## config.mk

```make
export PLATFORM = sky130hd
export DESIGN_NAME = cic_decimator
export DESIGN_NICKNAME = d
export VERILOG_FILES = /design/src/rtl/cic_decimator.sv
export SDC_FILE = /design/constraint.sdc
export NUM_CORES = 1
export LEC_CHECK = 0
export CAP_MARGIN = 20
export CORE_MARGIN = 4
export CORE_UTILIZATION = 36
export CTS_CLUSTER_DIAMETER = 100
export DETAILED_ROUTE_END_ITERATION = 12
export PLACE_DENSITY_LB_ADDON = 0.2
export SYNTH_ARGS = -nofsm -noshare
export SYNTH_HDL_FRONTEND = slang
export SYNTH_SLANG_ARGS = --single-unit
```

## constraint.sdc

```tcl
create_clock -name clk_i -period 5.1 [get_ports clk_i]
set_clock_uncertainty 0.15 [all_clocks]
set_input_delay 1.02 -clock clk_i [delete_from_list [all_inputs] [get_ports clk_i]]
set_output_delay 1.02 -clock clk_i [all_outputs]
set_load 0.03 [all_outputs]
```

## src/rtl/cic_decimator.sv

```systemverilog
// cic_decimator: N-order CIC decimator for a 1-bit sigma-delta stream.
// Runtime ratio/shift, saturated output with valid strobe and overflow.
//
// Ports:
//   clk_i, rstn_i        clock, async active-low reset
//   clear_i              sync clear of datapath, loads rate_q from rate_i
//   in_valid_i           modulator_data_i valid this cycle
//   modulator_data_i     modulator bit (0 -> +0, 1 -> +1)
//   rate_i               decimation ratio, applied from the next period
//   shift_i              right shift of comb result, captured per sample
//   out_valid_o          one-cycle strobe for cic_o/ovf_o
//   cic_o                scaled, saturated sample (holds between strobes)
//   ovf_o                sample saturated (qualified by out_valid_o)
// Optional CIC_DEBUG_EN: integrator_o, comb_o, decimation_counter_o,
//   cic_clk_o (high while counter >= R/2).

module cic_decimator #(
  parameter  int order        = 3,
  parameter  int rate_width   = 8,
  parameter  int output_width = 16,
  parameter  int default_rate = 64,
  localparam int W            = order * rate_width + 1,
  localparam int SW           = $clog2(W + 1)
) (
  input  logic                    clk_i,
  input  logic                    rstn_i,
  input  logic                    clear_i,
  input  logic                    in_valid_i,
  input  logic                    modulator_data_i,
  input  logic [rate_width-1:0]   rate_i,
  input  logic [SW-1:0]           shift_i,
  output logic                    out_valid_o,
  output logic [output_width-1:0] cic_o,
  output logic                    ovf_o
`ifdef CIC_DEBUG_EN
  ,
  output logic [W-1:0]            integrator_o,
  output logic [W-1:0]            comb_o,
  output logic [rate_width-1:0]   decimation_counter_o,
  output logic                    cic_clk_o
`endif
);

  localparam int WX = (W > output_width) ? W : output_width;
  localparam logic [SW-1:0] LW = SW'(W);

  logic [W-1:0]          r_integ [order];
  logic [W-1:0]          r_cdly  [order];
  logic [W-1:0]          r_cres  [order];
  logic [W-1:0]          r_decim;
  logic [SW-1:0]         r_shift;
  logic [rate_width-1:0] r_cnt;
  logic [rate_width-1:0] r_rate;
  logic [order+1:0]      r_vld;

  logic [rate_width-1:0] w_rate;
  logic                  w_wrap;
  logic [W-1:0]          w_cin [order];
  logic [W-1:0]          w_sh;
  logic [WX-1:0]         w_yx;
  logic [WX-1:0]         w_max;
  logic                  w_ovf;

  // Ratios 0 and 1 cannot be pipelined; treat them as 2.
  assign w_rate = (r_rate < rate_width'(2)) ? rate_width'(2) : r_rate;
  assign w_wrap = in_valid_i && (r_cnt == (w_rate - rate_width'(1)));

  always_comb begin
    w_cin[0] = r_decim;
    for (int k = 1; k < order; k++) begin
      w_cin[k] = r_cres[k-1];
    end
  end

  // Comb result is non-negative; shifts past the width flush to zero.
  assign w_sh  = (r_shift >= LW) ? '0 : (r_cres[order-1] >> r_shift);
  assign w_yx  = WX'(w_sh);
  assign w_max = WX'({output_width{1'b1}});
  assign w_ovf = (w_yx > w_max);

  always_ff @(posedge clk_i or negedge rstn_i) begin
    if (!rstn_i) begin
      for (int k = 0; k < order; k++) begin
        r_integ[k] <= '0;
        r_cdly[k]  <= '0;
        r_cres[k]  <= '0;
      end
      r_decim <= '0;
      r_shift <= '0;
      r_cnt   <= '0;
      r_rate  <= rate_width'(default_rate);
      r_vld   <= '0;
    end else if (clear_i) begin
      for (int k = 0; k < order; k++) begin
        r_integ[k] <= '0;
        r_cdly[k]  <= '0;
        r_cres[k]  <= '0;
      end
      r_decim <= '0;
      r_shift <= '0;
      r_cnt   <= '0;
      r_rate  <= rate_i;
      r_vld   <= '0;
    end else begin
      if (in_valid_i) begin
        r_integ[0] <= r_integ[0] + {{(W-1){1'b0}}, modulator_data_i};
        // Pipelined chain: each stage adds the previous stage's old value.
        for (int k = 1; k < order; k++) begin
          r_integ[k] <= r_integ[k] + r_integ[k-1];
        end
        if (w_wrap) begin
          r_cnt  <= '0;
          r_rate <= rate_i;
        end else begin
          r_cnt <= r_cnt + rate_width'(1);
        end
      end
      r_vld <= {r_vld[order:0], w_wrap};
      if (r_vld[0]) begin
        r_decim <= r_integ[order-1];
        r_shift <= shift_i;
      end
      for (int k = 0; k < order; k++) begin
        if (r_vld[k+1]) begin
          r_cres[k] <= w_cin[k] - r_cdly[k];
          r_cdly[k] <= w_cin[k];
        end
      end
    end
  end

  always_ff @(posedge clk_i or negedge rstn_i) begin
    if (!rstn_i) begin
      out_valid_o <= 1'b0;
      cic_o       <= '0;
      ovf_o       <= 1'b0;
    end else if (clear_i) begin
      out_valid_o <= 1'b0;
    end else begin
      out_valid_o <= r_vld[order+1];
      if (r_vld[order+1]) begin
        cic_o <= w_ovf ? '1 : w_yx[output_width-1:0];
        ovf_o <= w_ovf;
      end
    end
  end

`ifdef CIC_DEBUG_EN
  assign integrator_o         = r_integ[order-1];
  assign comb_o               = r_cdly[order-1];
  assign decimation_counter_o = r_cnt;
  assign cic_clk_o            = (r_cnt >= (w_rate >> 1));
`endif

endmodule

```

; ---- Yosys cells after proc, flatten, opt, wreduce, memory -nomap -nowiden
; Cells that the tools add are included.
[classes]
add_sub_neg = 8
order_cmp = 3
n_eq_ne = 1
shifts = 1
n_mux = 25
bitwise_logic = 1
n_reduce_logical = 9
[op_table]
columns = cell, count
row1 = 2-to-1 mux 75 bit, 4
row2 = 2-to-1 mux 25 bit, 9
row3 = subtractor 25 bit, 3
row4 = 2-to-1 mux 8 bit, 7
row5 = adder 25 bit, 2
row6 = adder 25 x 1 -> 25 bit, 1
row7 = "greater-than comparator 25 x 16 -> 1 bit, second input constant", 1
row8 = >> shifter 25 x 5 -> 25 bit, 1
row9 = 2-to-1 mux 16 bit, 1
row10 = 2-to-1 mux 5 bit, 3
row11 = nonzero test 2 bit, 6
row12 = "adder 8 x 1 -> 8 bit, second input constant", 1
row13 = == test 8 bit, 1
row14 = "< comparator 8 x 2 -> 1 bit, second input constant", 1
row15 = "subtractor 8 x 1 -> 8 bit, second input constant", 1
row16 = "greater-or-equal comparator 5 bit, second input constant", 1
row17 = AND reduction 2 bit, 2
row18 = logical AND 1 bit, 1
row19 = 2-to-1 mux 1 bit, 1
row20 = inverter 1 bit, 1
[word_totals]
regBits = 294
output_inout_bits = 18

; ---- Depth between registers and ports, before layout
; Gate-level depths: netlist of the first run.
[depth]
ltp_word = 8
mapped_depth = 13

; ---- Worst setup path after synthesis of the first run
; Ideal clock, no wire load.
[synth_timing]
path_kind = reg2reg
from = register r_integ[25] in the netlist's numbering
to = register r_integ[49] in the netlist's numbering
arrival_time_ns = 2.915
required_ns = 4.818
path_slack_ns = 1.903
path_stages_with_launch = 12
n_path_buf = 0
synth_period_minus_slack_ns = 3.197
cell_sequence = dfrtp_1 > ha_1 > fa_1 > a21o_1 > a221oi_2 > a21oi_2 > a41o_1 > a221o_2 > a221oi_2 > mux2i_1 > xnor2_1 > nor2_1
[synth_via]
elab_chain_len = 3
[synth_rtl]
columns = item, line_no
row1 = from (decl), 47  ; logic [W-1:0] r_integ [order];
row2 = "from (signal, indexed assignment)", 109  ; r_integ[k] <= r_integ[k] + r_integ[k-1];
row3 = adder 25 bit, 109
row4 = 2-to-1 mux 75 bit, 105  ; if (in_valid_i) begin
row5 = 2-to-1 mux 75 bit, 93  ; end else if (clear_i) begin
; No other way between the ends. The select of a mux whose other input is x is not followed.
; A chain may end at the register's enable or synchronous reset.

; ---- Worst setup path after layout of the first run
[layout_timing]
from = register r_rate[3]
to = register r_rate[1]
[layout_via]
elab_chain_len = 7
[layout_rtl]
columns = item, line_no
row1 = from (decl), 53  ; logic [rate_width-1:0] r_rate;
row2 = from (signal assigned), 91  ; r_rate <= rate_width'(default_rate);
row3 = from (signal assigned), 102  ; r_rate <= rate_i;
row4 = from (signal assigned), 113  ; r_rate <= rate_i;
row5 = < comparator 8 x 2 -> 1 bit, 65  ; assign w_rate = (r_rate < rate_width'(2)) ? rate_width'(2) : r_rate;
row6 = 2-to-1 mux 8 bit (*), 65
row7 = subtractor 8 x 1 -> 8 bit (*), 66  ; assign w_wrap = in_valid_i && (r_cnt == (w_rate - rate_width'(1)));
row8 = == test 8 bit (*), 66
row9 = logical AND 1 bit (*), 66
row10 = nonzero test 2 bit (no source line) (*), n/a
row11 = AND reduction 2 bit (no source line) (*), n/a
; Every way passes the cells marked *; elsewhere a longest branch is shown, timed or not.

==> results_dict.tcl, run 1 <==
set metrics [dict create \
    root_buffer "clkbuf_16" \
    dp.cells 2655 \
    tns_ns 0 \
    min_period_over_period_pct 70.0 \
    dp_slack_ns 1.52 \
    crit_family "simple AND/OR/NAND/NOR gates" \
    die_w_um 237 \
    rrSetupSlack_ns 1.53 \
    synthesis.nets 2158 \
    grt_use_met1_pct 19.4 \
    post-route-drc-count 0 \
    place.gp.congestion 0.823 \
    num-nets-final 2160 \
    drt_iter0_markers 687 \
    grt_use_total_pct 14.8 \
    dr.pass1.iters 5 \
    synthFlopType "dfrtp_1" \
    rsz0062_at_grt "no" \
    portBuffers 35 \
    net-switching-power_mw 1.13 \
    clockBufferDepth 3 \
    hpwl_mm 29.4 \
    most-common-layout-cells "321 x nor2_1, 289 x dfrtp_1, 206 x mux2i_1" \
    outcome "complete, no violations" \
    routedWlPerCell_um 15.4 \
    postLayoutCellArea_um2 21000 \
    power_frac_comb_pct 4.1 \
    clock.fmax_mhz 280 \
    gr-usage-met2_pct 25.6 \
    clock_sinks 294 \
    powerDensity_nw_per_um2 236 \
    cts_setup_buffers 0 \
    internal_power_mw 3.82 \
    clk_pin_slew_worst_paths_ns 0.06 \
    fp-row-count 83 \
    critical_path_required_ns 5.37 \
    cp_max_fo 14 \
    grt_pass1_wl_mm 71.1 \
    cts_max_level 2 \
    postCtsHoldBufs 0 \
    ys_async_sr_fraction_pct 100 \
    antenna_found_initial 1 \
    ys_ff_latch 294 \
    layout_commonest_cell "nor2_1" \
    max_slew_margin_pct 30.6 \
    p_seq_share_pct 47.9 \
    synth.avg_cell_area_um2 9.40 \
    area_growth_pct 11.1 \
    core_area_um2 51600 \
    totalPowerFinal_mw 4.95 \
    dpl_cell_area_um2 19900 \
    tightest_slew_ns 1.04 \
    clock_latency_ns 0.54 \
    ff2ff_path_depth 12 \
    vias 14100 \
    cts_buffers 36 \
    diodes 0 \
    start_util_pct 36.6 \
    final_core_util_pct 40.7 \
    path_cells "or3_1 -> nor4_2 -> inv_1 -> o21ai_2 -> ha_1 -> nand2_1 -> nor3_1 -> o211ai_1 -> nor4_1 -> nand4_1 -> nand2_1 -> mux2_2" \
    die_h_um 237 \
    drt_wl_total_mm 41.9 \
    layout-drive-gt1-share_pct 5.60 \
    regToRegEndpoint "r_rate[1]" \
    pwr-share-clk_pct 48.1 \
    swShare_pct 22.9 \
    vdd_drop_max_mv 0.252 \
    busiest_layer "met2" \
    ys_types 75 \
    slowest_delay_ns 0.48 \
    crit_path_start_kind "register" \
    viasPerCell 5.21 \
    whs_endpoint "cic_o[9]" \
    reg2reg_from "r_rate[3]" \
    path_common_cell "nand2_1" \
    layout.cells.non_filler 2716 \
    p_leak_nw 9.35 \
    crit_type "reg2reg" \
    hp-class "reg2reg" \
    synth_warnings 0 \
    max_cap_violations 0 \
    grt_use_met3_pct 2.47 \
    hold_start "cic_o[9]" \
    crit_slowest_cell "nand2_1" \
    grt_max_degree 101 \
    die-area_um2 56300 \
    cp-end-kind "register" \
    fin_ws_ns 1.53 \
    grt_pass1_vias 14100 \
    synth_edf_count 0 \
    timing.hold.ws_ns 0.327 \
    finalMaxSlewViolations 0 \
    overflow 0 \
    ioPinCount 36 \
    hold_depth 1 \
    cts_resized 0 \
    antenna_left 0 \
    setup_violations 0 \
    tritoncts "yes" \
    syn_area_um2 18900 \
    fin_crit_ns 3.57 \
    yosysSeqAreaShare_pct 38.9 \
    worst-path-buf-inv 1 \
    arrival_ns 3.84 \
    synthCells 2011 \
    hold_violations 0 \
]
[Yosys cell counts (all sizes together) (5+ instances only)]
cell type	number	area (µm²)
a211oi	44	330
a21o	53	399
a21oi	113	569
a221oi	5	56.3
a22o	17	149
a31oi	14	87.6
a41oi	5	43.8
and2	7	43.8
and3	15	93.8
and4	7	61.3
buf	17	72.6
clkbuf	69	259
dfrtp	293	7330
fa	5	100
ha	124	1550
inv	106	398
mux2	17	191
mux2i	206	2060
mux4	8	180
nand2	93	349
nand2b	21	131
nand3	41	205
nand4	21	131
nor2	321	1200
nor2b	21	131
nor3	24	120
nor4	5	37.5
o211ai	9	67.6
o21a	21	158
o21ai	73	373
o21bai	14	105
o221ai	7	61.3
o22a	7	61.3
o22ai	8	50.1
o31a	5	43.8
or3	12	75.1
xnor2	79	692
xor2	48	420
[sequential cells by signal, indices dropped and copies added (netlist names)]
register     count
r_vld            5
r_cnt            8
r_cres          75
ovf_o            1
r_shift          5
cic_o           16
r_cdly          75
r_rate           8
out_valid_o      1
r_decim         25
r_integ         75
[worst reg2reg max path: stages, from the launching register on]
cell      delay (ns)
dfrtp_1         0.43
or3_1           0.41
nor4_2          0.31
inv_1           0.10
o21ai_2         0.16
ha_1            0.23
nand2_1         0.07
nor3_1          0.13
o211ai_1        0.10
nor4_1          0.27
nand4_1         0.22
nand2_1         0.48
mux2_2          0.40
[worst max path at each step]
stage	from	endpoint	slack, ns	cells past startpoint
3_3_place_gp	r_rate[3]	r_rate[4]	1.45	12
2_1_floorplan	r_integ[25]	r_integ[49]	1.90	11
5_1_grt	r_rate[3]	r_rate[3]	1.18	12
6_report	r_rate[3]	r_rate[1]	1.53	12
3_5_place_dp	r_rate[3]	r_rate[1]	1.52	11
4_1_cts	r_rate[3]	r_rate[1]	1.51	12
[final cells by class]
cell class	instances	area (µm²)
clock inverter	6	32.5
multi-input combinational	1524	10800
clock buffer	55	1040
sequential	294	7360
timing repair buffer	50	504
tap	680	851
fill	5095	30600
inverter	107	402
[power groups by stage]
stage,Sequential (mW),Combinational [mW],Clock [mW]
finish,2.37,0.201,2.38
global route,2.37,0.230,2.58
CTS,2.37,0.210,2.48
detailed placement,2.41,0.209,0
global placement,2.41,0.207,0
floorplan,2.41,0.108,0
[layer usage]
layer  wire length [µm]  share of wire [%]
met1              19500                 46
met2              20200                 48
met3               1300                3.1
met4                943                2.2
met5                  0                  0
[logic make-up after synthesis]
family          count (synthesis)  share of synthesized area [%]
flops                         294                           38.9
fa+ha+maj                     129                           8.73
buf+inv                       193                           3.88
xor+xnor                      127                           5.88
mux                           231                           12.9
compound gates                432                           15.3
simple gates                  605                           14.4
Note: power is estimated with default switching activity, not from simulation.
==> run 2: changes to the inputs <==
clock period = 3.38 ns   (was 5.1 ns; I/O delays follow)
==> run 2 against run 1 <==
Compared with the run above:
- die area stayed put
- count of clock-buffer cells in the layout fell by 7
- critical endpoint is now r_integ[49]
- sequential power grew 51%
- final area up 3.2%
- power grew 61%
- largest cell class unchanged
- utilization increased by 1.3 points
- highest routed layer unchanged
- setup slack lost 1.4 ns
- first-iteration DRC count fell by 0.58%
==> results_dict.tcl, run 2 (synthesis results as in run 1) <==
set metrics [dict create \
    p_leak_nw 9.70 \
    multi_input_comb_area_um2 10900 \
    dr.pass1.iters 5 \
    antenna_left 0 \
    totalPowerFinal_mw 7.99 \
    grt_pass1_wl_mm 71.0 \
    drt_iter0_markers 683 \
    outcome "complete, no violations" \
    post-route-drc-count 0 \
    antenna_found_initial 0 \
    dp.cells 2700 \
    clockBufferDepth 3 \
    clock_sinks 294 \
    crit_path_start_kind "register" \
    hold_violations 0 \
    largest_registers "r_cdly: 75 flops, r_cres: 75 flops, r_integ: 75 flops" \
    num-nets-final 2211 \
    clk_pin_slew_worst_paths_ns 0.06 \
    powerDensity_nw_per_um2 368 \
    ioPinCount 36 \
    postLayoutCellArea_um2 21700 \
    critical_path_required_ns 3.65 \
    max_cap_violations 0 \
    start_util_pct 36.6 \
    clock_latency_ns 0.55 \
    nFillCells 4990 \
    cts_max_level 2 \
    setup_violations 0 \
    vias 14400 \
    clock.fmax_mhz 306 \
    seq_area_um2 7360 \
    die_w_um 237 \
    timing.hold.ws_ns 0.00215 \
    layout_commonest_cell "nor2_1" \
    cp-end-kind "register" \
    die_h_um 237 \
    grt_use_total_pct 14.8 \
    layout.cells.non_filler 2771 \
    most-common-layout-cells "321 x nor2_1, 288 x dfrtp_1, 206 x mux2i_1" \
    dpl_cell_area_um2 20300 \
    dp_slack_ns -0.0434 \
    hp-class "in2async" \
    overflow 0 \
    cts_buffers 37 \
    hpwl_mm 30.6 \
    finalMaxSlewViolations 0 \
    root_buffer "clkbuf_16" \
    arrival_ns 3.53 \
    grt_pass1_vias 14300 \
    drt_wl_total_mm 42.1 \
    die-area_um2 56300 \
    viasPerCell 5.19 \
    routedWlPerCell_um 15.2 \
    cp_max_fo 4 \
    fin_crit_ns 3.27 \
    place.gp.congestion 0.848 \
    fp-row-count 83 \
    grt_max_degree 89 \
    rsz0062_at_grt "yes" \
    core_area_um2 51600 \
    portBuffers 35 \
    tritoncts "yes" \
    area_growth_pct 14.7 \
    fin_ws_ns 0.114 \
    vdd_drop_max_mv 0.286 \
    max_slew_margin_pct 28.0 \
    min_period_over_period_pct 96.6 \
    postCtsHoldBufs 0 \
    diodes 0 \
    tightest_slew_ns 1.08 \
    crit_type "reg2reg" \
    layout-drive-gt1-share_pct 9.13 \
]
run 2: path summary, 6_finish.rpt:
| path | from | endpoint | slack [ns] | cells after the start |
|---|---|---|---|---|
| setup / recovery | r_integ[25] | r_integ[49] | 0.11 | 11 |
| min in group clk_i | cic_o[0] | cic_o[0] | 0.33 | 1 |
| max in group asynchronous | rstn_i | r_integ[44] | 2.31 | 2 |
| hold / removal | rstn_i | r_cres[1] | 0.002 | 1 |
| setup reg to reg | r_integ[25] | r_integ[49] | 0.11 | 11 |
| hold reg to reg | cic_o[0] | cic_o[0] | 0.33 | 1 |
run 2: routing by layer:
metal	up-vias	track usage (%)	wire length [µm]
met1	6878	18.3	19100
met4	0	4.33	1100
met3	65	2.60	1250
met2	176	26.4	20700
li1	7259	-	-
met5	-	0	0
run 2: what timing repair did:
| action | in CTS | in global routing |
|---|---|---|
| endpoints found under the setup margin | 1 | 21 |
| gates resized for setup | 1 | 15 |
| pin swaps | 1 | 8 |
| buffers inserted | 0 | 5 |
run 2: power by group:
group | leakage, nW | internal, mW | total [mW] | switching [mW]
Combinational | 5.00 | 0.117 | 0.332 | 0.215
Clock | 0.622 | 2.52 | 4.09 | 1.57
Sequential | 4.08 | 3.54 | 3.57 | 0.0261
Total | 9.70 | 6.18 | 7.99 | 1.81
run 2: area by class of cell:
class	count	share of cell area [%]
Inverter	107	1.85
Sequential cell	294	34.0
Clock buffer	48	4.89
Timing Repair Buffer	100	4.23
Tap cell	680	3.92
Multi-Input combinational cell	1524	50.2
Clock inverter	18	0.929
run 2: worst max-delay path, stage by stage, from the launching register on:
cell and delay (ns):
dfrtp_1 0.40, ha_2 0.21, fa_1 0.38, a21o_1 0.23
a221oi_4 0.30, a21oi_2 0.12, a41o_1 0.27, a221o_2 0.38
a221oi_2 0.24, mux2i_1 0.25, xnor2_1 0.15, nor2_1 0.05
run 2: metrics by stage:
step                      utilization [%]  TNS [ns]
after detailed placement             39.4   -0.0434
after floorplan                         -         0
after CTS                            41.8         0
final                                42.0         0
after global routing                 42.0   -0.0504
after global placement               39.4   -0.0295
